## config.mk

```make
export PLATFORM = sky130hd
export DESIGN_NAME = pipe_skid_stage
export DESIGN_NICKNAME = d
export VERILOG_FILES = /design/src/rtl/pipe_skid_stage.sv
export SDC_FILE = /design/constraint.sdc
export NUM_CORES = 1
export LEC_CHECK = 0
export ABC_AREA = 1
export BUFFER_PORTS_ARGS = -buffer_cell sky130_fd_sc_hd__buf_2
export CELL_PAD_IN_SITES_DETAIL_PLACEMENT = 0
export CELL_PAD_IN_SITES_GLOBAL_PLACEMENT = 1
export CORE_UTILIZATION = 35
export DETAILED_ROUTE_END_ITERATION = 8
export PLACE_DENSITY_LB_ADDON = 0.3
export SYNTH_ARGS = -nofsm -noshare
export SYNTH_HDL_FRONTEND = slang
export SYNTH_SLANG_ARGS = --single-unit
export TNS_END_PERCENT = 1
```

## constraint.sdc

```tcl
create_clock -name clk -period 1.1 [get_ports clk]
set_input_delay 0.22 -clock clk [delete_from_list [all_inputs] [get_ports clk]]
set_output_delay 0.22 -clock clk [all_outputs]
set_load 0.1 [all_outputs]
```

## src/rtl/pipe_skid_stage.sv

```systemverilog
// pipe_skid_stage: chained valid/ready register stages, each with a main and a skid slot.
// Define PIPE_SKID_FLUSH_ZERO_EN to also zero all payload registers on flush.
module pipe_skid_stage #(
  parameter int WIDTH  = 32,
  parameter int STAGES = 1,
  parameter int CW     = $clog2(2*STAGES+1)
)(
  input  logic             clk,
  input  logic             reset,
  input  logic             flush,
  input  logic             in_valid,
  input  logic [WIDTH-1:0] in_data,
  output logic             in_ready,
  output logic             out_valid,
  output logic [WIDTH-1:0] out_data,
  input  logic             out_ready,
  output logic [CW-1:0]    occupancy
);
  logic [STAGES-1:0] valid_m, valid_s;
  logic [STAGES-1:0][WIDTH-1:0] data_m, data_s;
  logic [STAGES-1:0] up_valid, dn_ready, take, push;
  logic [STAGES-1:0][WIDTH-1:0] up_data;
  for (genvar k = 0; k < STAGES; k++) begin : g_link
    if (k == 0) begin : g_head
      assign up_valid[k] = in_valid;
      assign up_data[k]  = in_data;
    end else begin : g_mid
      assign up_valid[k] = valid_m[k-1];
      assign up_data[k]  = data_m[k-1];
    end
    if (k == STAGES-1) begin : g_tail
      assign dn_ready[k] = out_ready;
    end else begin : g_next
      assign dn_ready[k] = !valid_s[k+1];
    end
  end
  // a stage only accepts while its skid slot is free, so ready is always a flop output
  assign take      = valid_m & dn_ready;
  assign push      = up_valid & ~valid_s;
  assign in_ready  = !valid_s[0];
  assign out_valid = valid_m[STAGES-1];
  assign out_data  = data_m[STAGES-1];
  assign occupancy = CW'($countones({valid_m, valid_s}));
  always_ff @(posedge clk or negedge reset) begin
    if (!reset) begin
      valid_m <= '0;
      valid_s <= '0;
      data_m  <= '0;
      data_s  <= '0;
    end else if (flush) begin
      valid_m <= '0;
      valid_s <= '0;
`ifdef PIPE_SKID_FLUSH_ZERO_EN
      data_m  <= '0;
      data_s  <= '0;
`endif
    end else begin
      for (int i = 0; i < STAGES; i++) begin
        if (take[i] && valid_s[i]) begin
          data_m[i]  <= data_s[i];
          valid_s[i] <= 1'b0;
        end else if (push[i] && (take[i] || !valid_m[i])) begin
          data_m[i]  <= up_data[i];
          valid_m[i] <= 1'b1;
        end else if (push[i]) begin
          data_s[i]  <= up_data[i];
          valid_s[i] <= 1'b1;
        end else if (take[i]) begin
          valid_m[i] <= 1'b0;
        end
      end
    end
  end
endmodule

```

==> results of run 1 <==
==> power groups by stage <==
stage | clock (mW) | sequential (mW) | combinational, mW
floorplan | 0 | 4.83 | 0.742
global placement | 0 | 3.40 | 3.58
detailed placement | 0 | 3.41 | 3.60
CTS | 2.41 | 3.37 | 3.64
global route | 2.51 | 3.43 | 3.81
finish | 2.35 | 3.36 | 3.61
==> cell usage after synthesis, drive strengths merged <==
library cell and instances:
nor2 2, inv 4, nand3 35, ha 1
dfrtp 66, nand2 229, clkbuf 2, nand4 33
buf 28, o21ai 2
==> path summary, 6_finish.rpt <==
kind                        startpoint            to  slack (ns)  depth (start not counted)
min in group asynchronous        reset    data_s[30]        0.41                          3
hold / removal             in_data[25]    data_s[25]        0.09                          3
setup reg to reg               valid_s    data_s[12]       -0.27                          7
hold reg to reg              data_s[5]     data_s[5]        0.47                          2
max in group asynchronous        reset     out_valid        0.36                          3
setup / recovery               valid_s  occupancy[0]       -0.44                          3
==> repair_timing <==
item	in CTS	in global routing
gates resized for setup	6	3
endpoints found under the hold margin	66	0
buffers inserted	3	0
setup endpoints to repair	102	102
pin swaps	1	0
hold buffers	1	0
==> stage by stage <==
| stage | hold WS, ns | cell area [um2] | power [mW] | instances |
|---|---|---|---|---|
| 6_report | 0.0905 | 4590 | 9.32 | 591 |
| 5_1_grt | 0.0758 | 4590 | 9.75 | 591 |
| 4_1_cts | 0.0729 | 4580 | 9.42 | 591 |
| 3_5_place_dp | 0.259 | 4290 | 7.02 | 571 |
| 3_3_place_gp | 0.258 | 4290 | 6.98 | 571 |
| 2_1_floorplan | -0.0756 | 3210 | 5.57 | 402 |
==> worst max-delay path: stages, from the launching register on <==
cell	delay, ns
dfrtp_2	0.41
buf_6	0.14
ha_4	0.27
buf_12	0.16
==> flip-flops by register name (all words and copies together) (netlist names) <==
name       flops
data_s        32
out_data      32
out_valid      1
valid_s        1
==> cell type report <==
type | count | area (um2) | share of cell area
inverters | 4 | 21.3 | 0.00463
clock buffers | 12 | 155 | 0.0338
clock inverters | 4 | 73.8 | 0.0161
well taps | 108 | 135 | 0.0294
repair buffers | 95 | 1200 | 0.262
flip-flops and latches | 66 | 1660 | 0.361
multi-input cells | 302 | 1350 | 0.293
==> layer usage <==
layer	routed length [um]	global-route usage
met1	3680	0.257
met2	3930	0.302
met3	507	0.0496
met4	124	0.0622
met5	0	0
==> cells by family after synthesis <==
group                      count (synthesis)  synth area share
adders and majority gates                  1           0.00393
DFF                                       66             0.519
buffers and inverters                     34            0.0641
and+or+nand+nor                          299             0.409
AOI/OAI and AO/OA                          2           0.00315
==> summary.md, run 1 <==
| Metric | Value |
|---|---|
| Clock Skew | 0.00764 ns |
| Maximum number of pins on one net before global-route repair | 67 |
| Share of layout cells above drive strength 1 | 0.253 |
| Port bufs | 72 |
| First-pass GRT wire length | 14,100 um |
| GR Util All Layers | 0.191 |
| RSZ-0062 raised after global routing | true |
| Area delta synth->final | 44.4% |
| Arrival time worst endpoint | 1.32 ns |
| Critical path class | reg -> out |
| Die Wd | 97.3 um |
| VDD IR max | 1.03 mV |
| Drt wl/cell | 14.0 um |
| GR Overflow Total | 0 |
| Setup TNS | -16.95 ns |
| Sink Count | 66 |
| Number of distinct library cells after synthesis | 19 |
| Die area | 0.00947 mm2 |
| Starting Density | 0.363 |
| Seq cells post-synth | 66 |
| Commonest cells after routing, fill and taps aside | 227 x nand2_1, 64 x dfrtp_1, 44 x buf_12 |
| Outcome | finished with violations |
| Post-Syn Area | 0.00318 mm2 |
| CTS Buf Count | 9 |
| Area leader, netlist | dfrtp_1 |
| Slew headroom | 0.757 |
| Final setup violating endpoints | 102 |
| Vias in the first global route | 2,786 |
| Period Utilization, post-route | 1.40 |
| Vias per inst | 4.84 |
| Clock buffer depth | 2 |
| Sequential share of power | 0.361 |
| Syn Nets | 440 |
| Crit start category | flip-flop |
| Slew @ Worst Pin | 0.364 ns |
| Power Internal | 5.64 mW |
| DP Worst Slack | -0.278 ns |
| Combinational share of power | 0.387 |
| Die Y | 97.3 um |
| Most common cell after layout, fill and taps aside | nand2_1 |
| Final hold vios | 0 |
| Violated checks | setup timing |
| Min Clock Period, post-route | 1.54 ns |
| Sw Share | 0.395 |
| NumNets Final | 516 |
| Clock share of power | 0.252 |
| Fmax | 651 MHz |
| Synth area leaders | dfrtp_1 52%, nand2_1 27%, nand4_1 6.3% |
| Leak | 2.43 nW |
| Sw Pwr | 3.68 mW |
| Core Area | 0.00876 mm2 |
| Sequential-to-total area share from yosys stat | 0.519 |
| Syn Area/Cell | 7.91 um2 |
| Initial drt markers | 161 |
| Synth top area share | 0.519 |
| Worst Hold Class | in -> reg |
| Final ANT Viol Nets | 0 |
| Antenna violations before repair | 0 |
| Ant diodes | 0 |
| Clk Tree Root Cell | clkbuf_8 |
| Warnings from Yosys | 0 |
| Critical Path End Type | output pin |
| Syn Inst Count | 402 |
| Routed wire length | 8250 um |
| Clk slew on worst S/H paths | 0.07 ns |
| Maximum fanout along the worst path | 4 |
| CTS tree | built |
| Final WS setup | -0.435 ns |
| Fillers | 829 |
| Vias after detailed routing | 2,860 |
| Slew Viols, Final | 0 |
| Power Dens Cells | 2030 mW/mm2 |
| Std cell rows | 34 |
| # DRC | 0 |
| Fin util | 0.524 |
| CP required | 0.88 ns |
| Max Cap Violations | 0 |
| Drt pass-1 iters | 5 |
| Ports | 73 |
| H-tree depth | 3 |
| RD Place Congestion | 0.779 |
| Hpwl dp | 5340 um |
| Worst skew pair latency | 0.34 ns |
No activity file was read; power rests on OpenSTA's default activity.
==> run 2, diff against run 1 <==
--- a/config.mk
+++ b/config.mk
@@ -9,8 +9,10 @@
 export BUFFER_PORTS_ARGS = -buffer_cell sky130_fd_sc_hd__buf_2
 export CELL_PAD_IN_SITES_DETAIL_PLACEMENT = 0
 export CELL_PAD_IN_SITES_GLOBAL_PLACEMENT = 1
-export CORE_UTILIZATION = 35
+export CORE_UTILIZATION = 37
+export CTS_BUF_LIST = sky130_fd_sc_hd__clkbuf_4
 export DETAILED_ROUTE_END_ITERATION = 8
+export GPL_ROUTABILITY_DRIVEN = 0
 export PLACE_DENSITY_LB_ADDON = 0.3
 export SYNTH_ARGS = -nofsm -noshare
 export SYNTH_HDL_FRONTEND = slang
==> run 2 against run 1 <==
  * The run still ends with setup timing left
  * Via count is 5.0% higher
  * Clock power is 14% lower
  * Core utilization is 4.4 points higher
  * Largest cell class unchanged
  * Total power is 2.8% lower
  * Combinational power is 1% higher
  * Clock-buffer cell count is 2 lower
  * Critical path type unchanged
  * Worst setup slack worse by 0.048 ns
  * Critical path depth is 1 lower
  * Non-clock buffer count is 23 higher
  * Cell count is 3.4% higher
  * Sequential power hardly changed
  * Fmax is 3.0% lower
==> summary.md, run 2 (same netlist as run 1, synthesis figures left out) <==
| Metric | Value |
|---|---|
| Drt pass-1 iters | 4 |
| Std cell rows | 33 |
| Worst skew pair latency | 0.41 ns |
| RSZ-0062 raised after global routing | true |
| Clock buffer depth | 2 |
| First-pass GRT wire length | 14,600 um |
| Maximum number of pins on one net before global-route repair | 67 |
| Clk slew on worst S/H paths | 0.10 ns |
| Hpwl dp | 5650 um |
| Layer with the highest usage | met2 |
| Power Total | 9.06 mW |
| Commonest cells after routing, fill and taps aside | 223 x nand2_1, 65 x dfrtp_1, 41 x buf_12 |
| GR Util All Layers | 0.215 |
| Clk Tree Root Cell | clkbuf_4 |
| Port bufs | 72 |
| Die area | 0.00897 mm2 |
| Initial drt markers | 170 |
| NumNets Final | 539 |
| Vias in the first global route | 2,907 |
| Ports | 73 |
| Starting Density | 0.385 |
| Final WS setup | -0.483 ns |
| Maximum fanout along the worst path | 4 |
| CP bufs+invs | 1 |
| GR Util met2 | 0.349 |
| Sink Count | 66 |
| Multi-input logic area | 0.00136 mm2 |
| Vias after detailed routing | 3,003 |
| Final Cell Area | 0.00469 mm2 |
| Fillers | 774 |
| Violated checks | setup timing |
| CTS tree | built |
| Critical Path End Type | output pin |
| Routed wire length | 8480 um |
| Outcome | finished with violations |
| Arrival time worst endpoint | 1.36 ns |
| CTS Buf Count | 9 |
| # DRC | 0 |
| Slew headroom | 0.753 |
| Die Y | 94.7 um |
| Min Clock Period, post-route | 1.58 ns |
| Fmax | 632 MHz |
| Crit-path max cell delay | 0.52 ns |
| Die Wd | 94.7 um |
| Worst Hold Class | in -> reg |
| H-tree depth | 3 |
| Fin util | 0.568 |
| Clock Skew | 0.0141 ns |
| Met3 usage | 0.0636 |
| Register area | 0.00166 mm2 |
| CP required | 0.88 ns |
| Share of layout cells above drive strength 1 | 0.271 |
| Leak | 2.50 nW |
| Power Dens Cells | 1930 mW/mm2 |
| Worst path top cell family by delay | flip-flops |
| Most common cell after layout, fill and taps aside | nand2_1 |
| Period Utilization, post-route | 1.44 |
| Final ANT Viol Nets | 0 |
| Final hold vios | 0 |
| Max Cap Violations | 0 |
| GR Overflow Total | 0 |
| Slew @ Worst Pin | 0.370 ns |
| Final setup violating endpoints | 102 |
| VDD IR max | 0.940 mV |
| GR Util met1 | 0.277 |
| Drt wl/cell | 13.9 um |
| Ant diodes | 0 |
| Slew Viols, Final | 0 |
| Antenna violations before repair | 0 |
| Crit start category | flip-flop |
| Core Area | 0.00826 mm2 |
| Area delta synth->final | 47.5% |
| Placed Area | 0.00432 mm2 |
| Crit path cell chain | ha_4 -> buf_12 |
| Vias per inst | 4.91 |
| Critical path class | reg -> out |
| CP max-delay cell | dfrtp_4 |
==> run 2: cell count changes in the layout (fill, tap and decap cells not counted), moves of 2 or more <==
cell | previous run | this run
clkinv_1 | 0 | 2
buf_4 | 9 | 27
dlygate4sd3_1 | 1 | 11
nand2_2 | 0 | 4
clkbuf_4 | 0 | 10
clkbuf_8 | 11 | 0
buf_12 | 44 | 41
buf_6 | 6 | 3
nand2_1 | 227 | 223
==> run 2: final cells by class <==
type,count,share of cell area
inverters,4,0.00400
flip-flops and latches,66,0.353
clock inverters,6,0.0224
repair buffers,118,0.287
multi-input cells,302,0.289
well taps,105,0.0280
clock buffers,10,0.0160
==> run 2: repair_timing <==
item                                    CTS  global route
gates resized for setup                   2             7
endpoints found under the hold margin    76             0
endpoints found under the setup margin  101           102
pin swaps                                 1             1
setup buffers                             5             2
gates cloned                              0             0
hold buffers                             11             0
==> run 2: tightest hold or removal path: stages <==
cell     delay, ns
buf_2         0.09
nand2_1       0.05
nand2_1       0.05
==> run 2: path summary, 6_finish.rpt <==
kind	from	to	slack, ns	cells past startpoint
max in group asynchronous	reset	out_data[10]	0.44	3
hold / removal	in_data[14]	data_s[14]	0.03	3
setup reg to reg	valid_s	out_data[11]	-0.36	8
min in group asynchronous	reset	out_data[1]	0.35	3
setup / recovery	out_valid	occupancy[0]	-0.48	2
hold reg to reg	data_s[14]	data_s[14]	0.48	2
==> run 2: stage by stage <==
stage,setup slack (ns),setup TNS (ns),cells,hold slack [ns]
global placement,-0.143,-7.77,577,0.275
finish,-0.483,-27.04,611,0.0337
detailed placement,-0.177,-9.58,577,0.272
global route,-0.548,-35.19,611,0.00704
floorplan,-0.325,-21.11,402,-0.0756
CTS,-0.524,-31.53,609,0.000153
==> run 2: per-layer routing <==
| layer | wire (um) | part of all wire |
|---|---|---|
| met2 | 4100 | 0.48 |
| met4 | 142 | 0.017 |
| met5 | 0 | 0 |
| met3 | 464 | 0.055 |
| met1 | 3780 | 0.45 |
==> run 2: report_power, final <==
group          internal (mW)  switching [mW]  total, mW
combinational           1.31            2.34       3.65
sequential              2.96           0.423       3.38
clock                   1.16           0.862       2.02
total                   5.43            3.63       9.06
==> run 3, diff against run 2 <==
--- a/config.mk
+++ b/config.mk
@@ -9,6 +9,7 @@
 export BUFFER_PORTS_ARGS = -buffer_cell sky130_fd_sc_hd__buf_2
 export CELL_PAD_IN_SITES_DETAIL_PLACEMENT = 0
 export CELL_PAD_IN_SITES_GLOBAL_PLACEMENT = 1
+export CORE_ASPECT_RATIO = 0.5
 export CORE_UTILIZATION = 37
 export CTS_BUF_LIST = sky130_fd_sc_hd__clkbuf_4
 export DETAILED_ROUTE_END_ITERATION = 8
==> run 3 against run 2 <==
  * Via count decreased by 1.9%
  * Core utilization rose by 0.33 points
  * Die area is 0.25% higher
  * Worst hold slack got worse by 0.0076 ns
  * Clock-buffer cell count is the same
  * The run still ends with setup timing left
  * Critical path depth rose by 1
  * Clock power fell by 10%
  * Clock skew barely moved
  * Largest power group unchanged
  * Cell count is 0.49% higher
  * Largest cell class unchanged
==> summary.md, run 3 (same netlist as run 1, synthesis figures left out) <==
| Metric | Value |
|---|---|
| Leak | 2.47 nW |
| Share of layout cells above drive strength 1 | 0.253 |
| Core Area | 0.00817 mm2 |
| Combinational share of power | 0.414 |
| Power Internal | 5.20 mW |
| Area delta synth->final | 46.8% |
| Worst path top cell family by delay | flip-flops |
| Min Clock Period, post-route | 1.58 ns |
| Critical Path End Type | output pin |
| Clk slew on worst S/H paths | 0.11 ns |
| GR Overflow Total | 0 |
| Die area | 0.00899 mm2 |
| Slew headroom | 0.754 |
| Slew Viols, Final | 0 |
| Initial drt markers | 136 |
| Hpwl dp | 5640 um |
| Crit start category | flip-flop |
| First-pass GRT wire length | 13,800 um |
| Maximum fanout along the worst path | 2 |
| VDD IR max | 1.15 mV |
| Clock share of power | 0.205 |
| Ant diodes | 0 |
| Sink Count | 66 |
| Outcome | finished with violations |
| Routed wire length | 8290 um |
| Fin util | 0.571 |
| Drt pass-1 iters | 4 |
| Final WS setup | -0.483 ns |
| Vias after detailed routing | 2,945 |
| Commonest cells after routing, fill and taps aside | 226 x nand2_1, 65 x dfrtp_1, 43 x buf_12 |
| Sequential share of power | 0.381 |
| Crit-path max cell delay | 0.40 ns |
| Critical path class | reg -> out |
| CP max-delay cell | dfrtp_1 |
| H-tree depth | 3 |
| Antenna violations before repair | 0 |
| Vias per inst | 4.80 |
| Worst skew pair latency | 0.42 ns |
| Max Cap Violations | 0 |
| Power Dens Cells | 1890 mW/mm2 |
| Clock buffer depth | 2 |
| Drt wl/cell | 13.5 um |
| RSZ-0062 raised after global routing | true |
| Starting Density | 0.389 |
| Fmax | 632 MHz |
| Final hold vios | 0 |
| Ports | 73 |
| Vias in the first global route | 2,813 |
| Power Total | 8.82 mW |
| CTS tree | built |
| Arrival time worst endpoint | 1.36 ns |
| GR Util All Layers | 0.203 |
| Maximum number of pins on one net before global-route repair | 67 |
| Violated checks | setup timing |
| Port bufs | 72 |
| Final setup violating endpoints | 102 |
| Fillers | 772 |
| Std cell rows | 23 |
| Crit path cell chain | buf_6 -> ha_4 -> buf_12 |
| Clk Tree Root Cell | clkbuf_4 |
| Clock Skew | 0.0140 ns |
| Sw Share | 0.411 |
| Die Wd | 133 um |
| Worst Hold Class | in -> reg |
| # DRC | 0 |
| CTS Buf Count | 9 |
| Sw Pwr | 3.62 mW |
| NumNets Final | 535 |
| Die Y | 67.5 um |
| Slew @ Worst Pin | 0.370 ns |
| CP required | 0.88 ns |
| Final ANT Viol Nets | 0 |
| CP bufs+invs | 2 |
| Period Utilization, post-route | 1.44 |
| Most common cell after layout, fill and taps aside | nand2_1 |
run 3: changes by cell type in the layout (fill, tap and decap cells not counted), sizes merged:
cell         change
clkinv           +1
buf              -8
bufinv           -1
dlygate4sd3      +4
run 3: layer usage:
metal,part of all wire,routed length (um),track usage,vias to the layer above
met4,0.0052,43,0.0511,0
met3,0.055,458,0.0578,5
met2,0.48,3980,0.344,77
met1,0.46,3810,0.261,1378
li1,-,-,-,1485
met5,0,0,0,-
run 3: cell type report:
type / count / area [um2] / share of cell area
multi-input cells: 302 / 1350 / 0.289
clock buffers: 10 / 75.1 / 0.0161
well taps: 112 / 140 / 0.0300
inverters: 4 / 18.8 / 0.00402
flip-flops and latches: 66 / 1660 / 0.355
clock inverters: 6 / 81.3 / 0.0174
repair buffers: 114 / 1350 / 0.289
run 3: repair_timing:
| item | CTS | global route |
|---|---|---|
| pin swaps | 2 | 1 |
| endpoints found under the setup margin | 102 | 102 |
| gates resized for setup | 4 | 1 |
| hold buffers | 14 | 1 |
| buffers inserted | 3 | 0 |
| endpoints found under the hold margin | 79 | 1 |
run 3: worst paths after layout:
path,cells after the start,startpoint,slack (ns),to
worst max-delay path,3,valid_s,-0.48,occupancy[0]
worst min-delay path,3,in_data[1],0.03,data_s[1]
worst max register to register,8,valid_s,-0.23,data_s[21]
worst min register to register,2,data_s[7],0.48,data_s[7]
max in group asynchronous,3,reset,0.45,out_data[19]
min in group asynchronous,3,reset,0.32,out_data[22]
run 3: tightest hold or removal path, cell delays in order:
cell and delay [ns]:
buf_2 0.09, nand2_1 0.05, nand2_1 0.05
run 3: per-stage QoR:
step	setup TNS (ns)	instance area, um2	setup slack (ns)	hold WS [ns]	instances
floorplan	-21.11	3210	-0.325	-0.0756	402
global placement	-7.79	4320	-0.156	0.264	580
detailed placement	-9.42	4320	-0.194	0.265	580
CTS	-19.85	4650	-0.518	0.0000711	613
global route	-26.65	4670	-0.551	0.00406	614
finish	-19.18	4670	-0.483	0.0261	614
run 3: power by group through the flow:
stage                     logic, mW  registers, mW  clock network, mW
after global routing           3.85           3.43               1.94
after detailed placement       3.60           3.42                  0
after floorplan               0.742           4.83                  0
after global placement         3.56           3.41                  0
after CTS                      3.67           3.36               1.85
final                          3.65           3.36               1.81
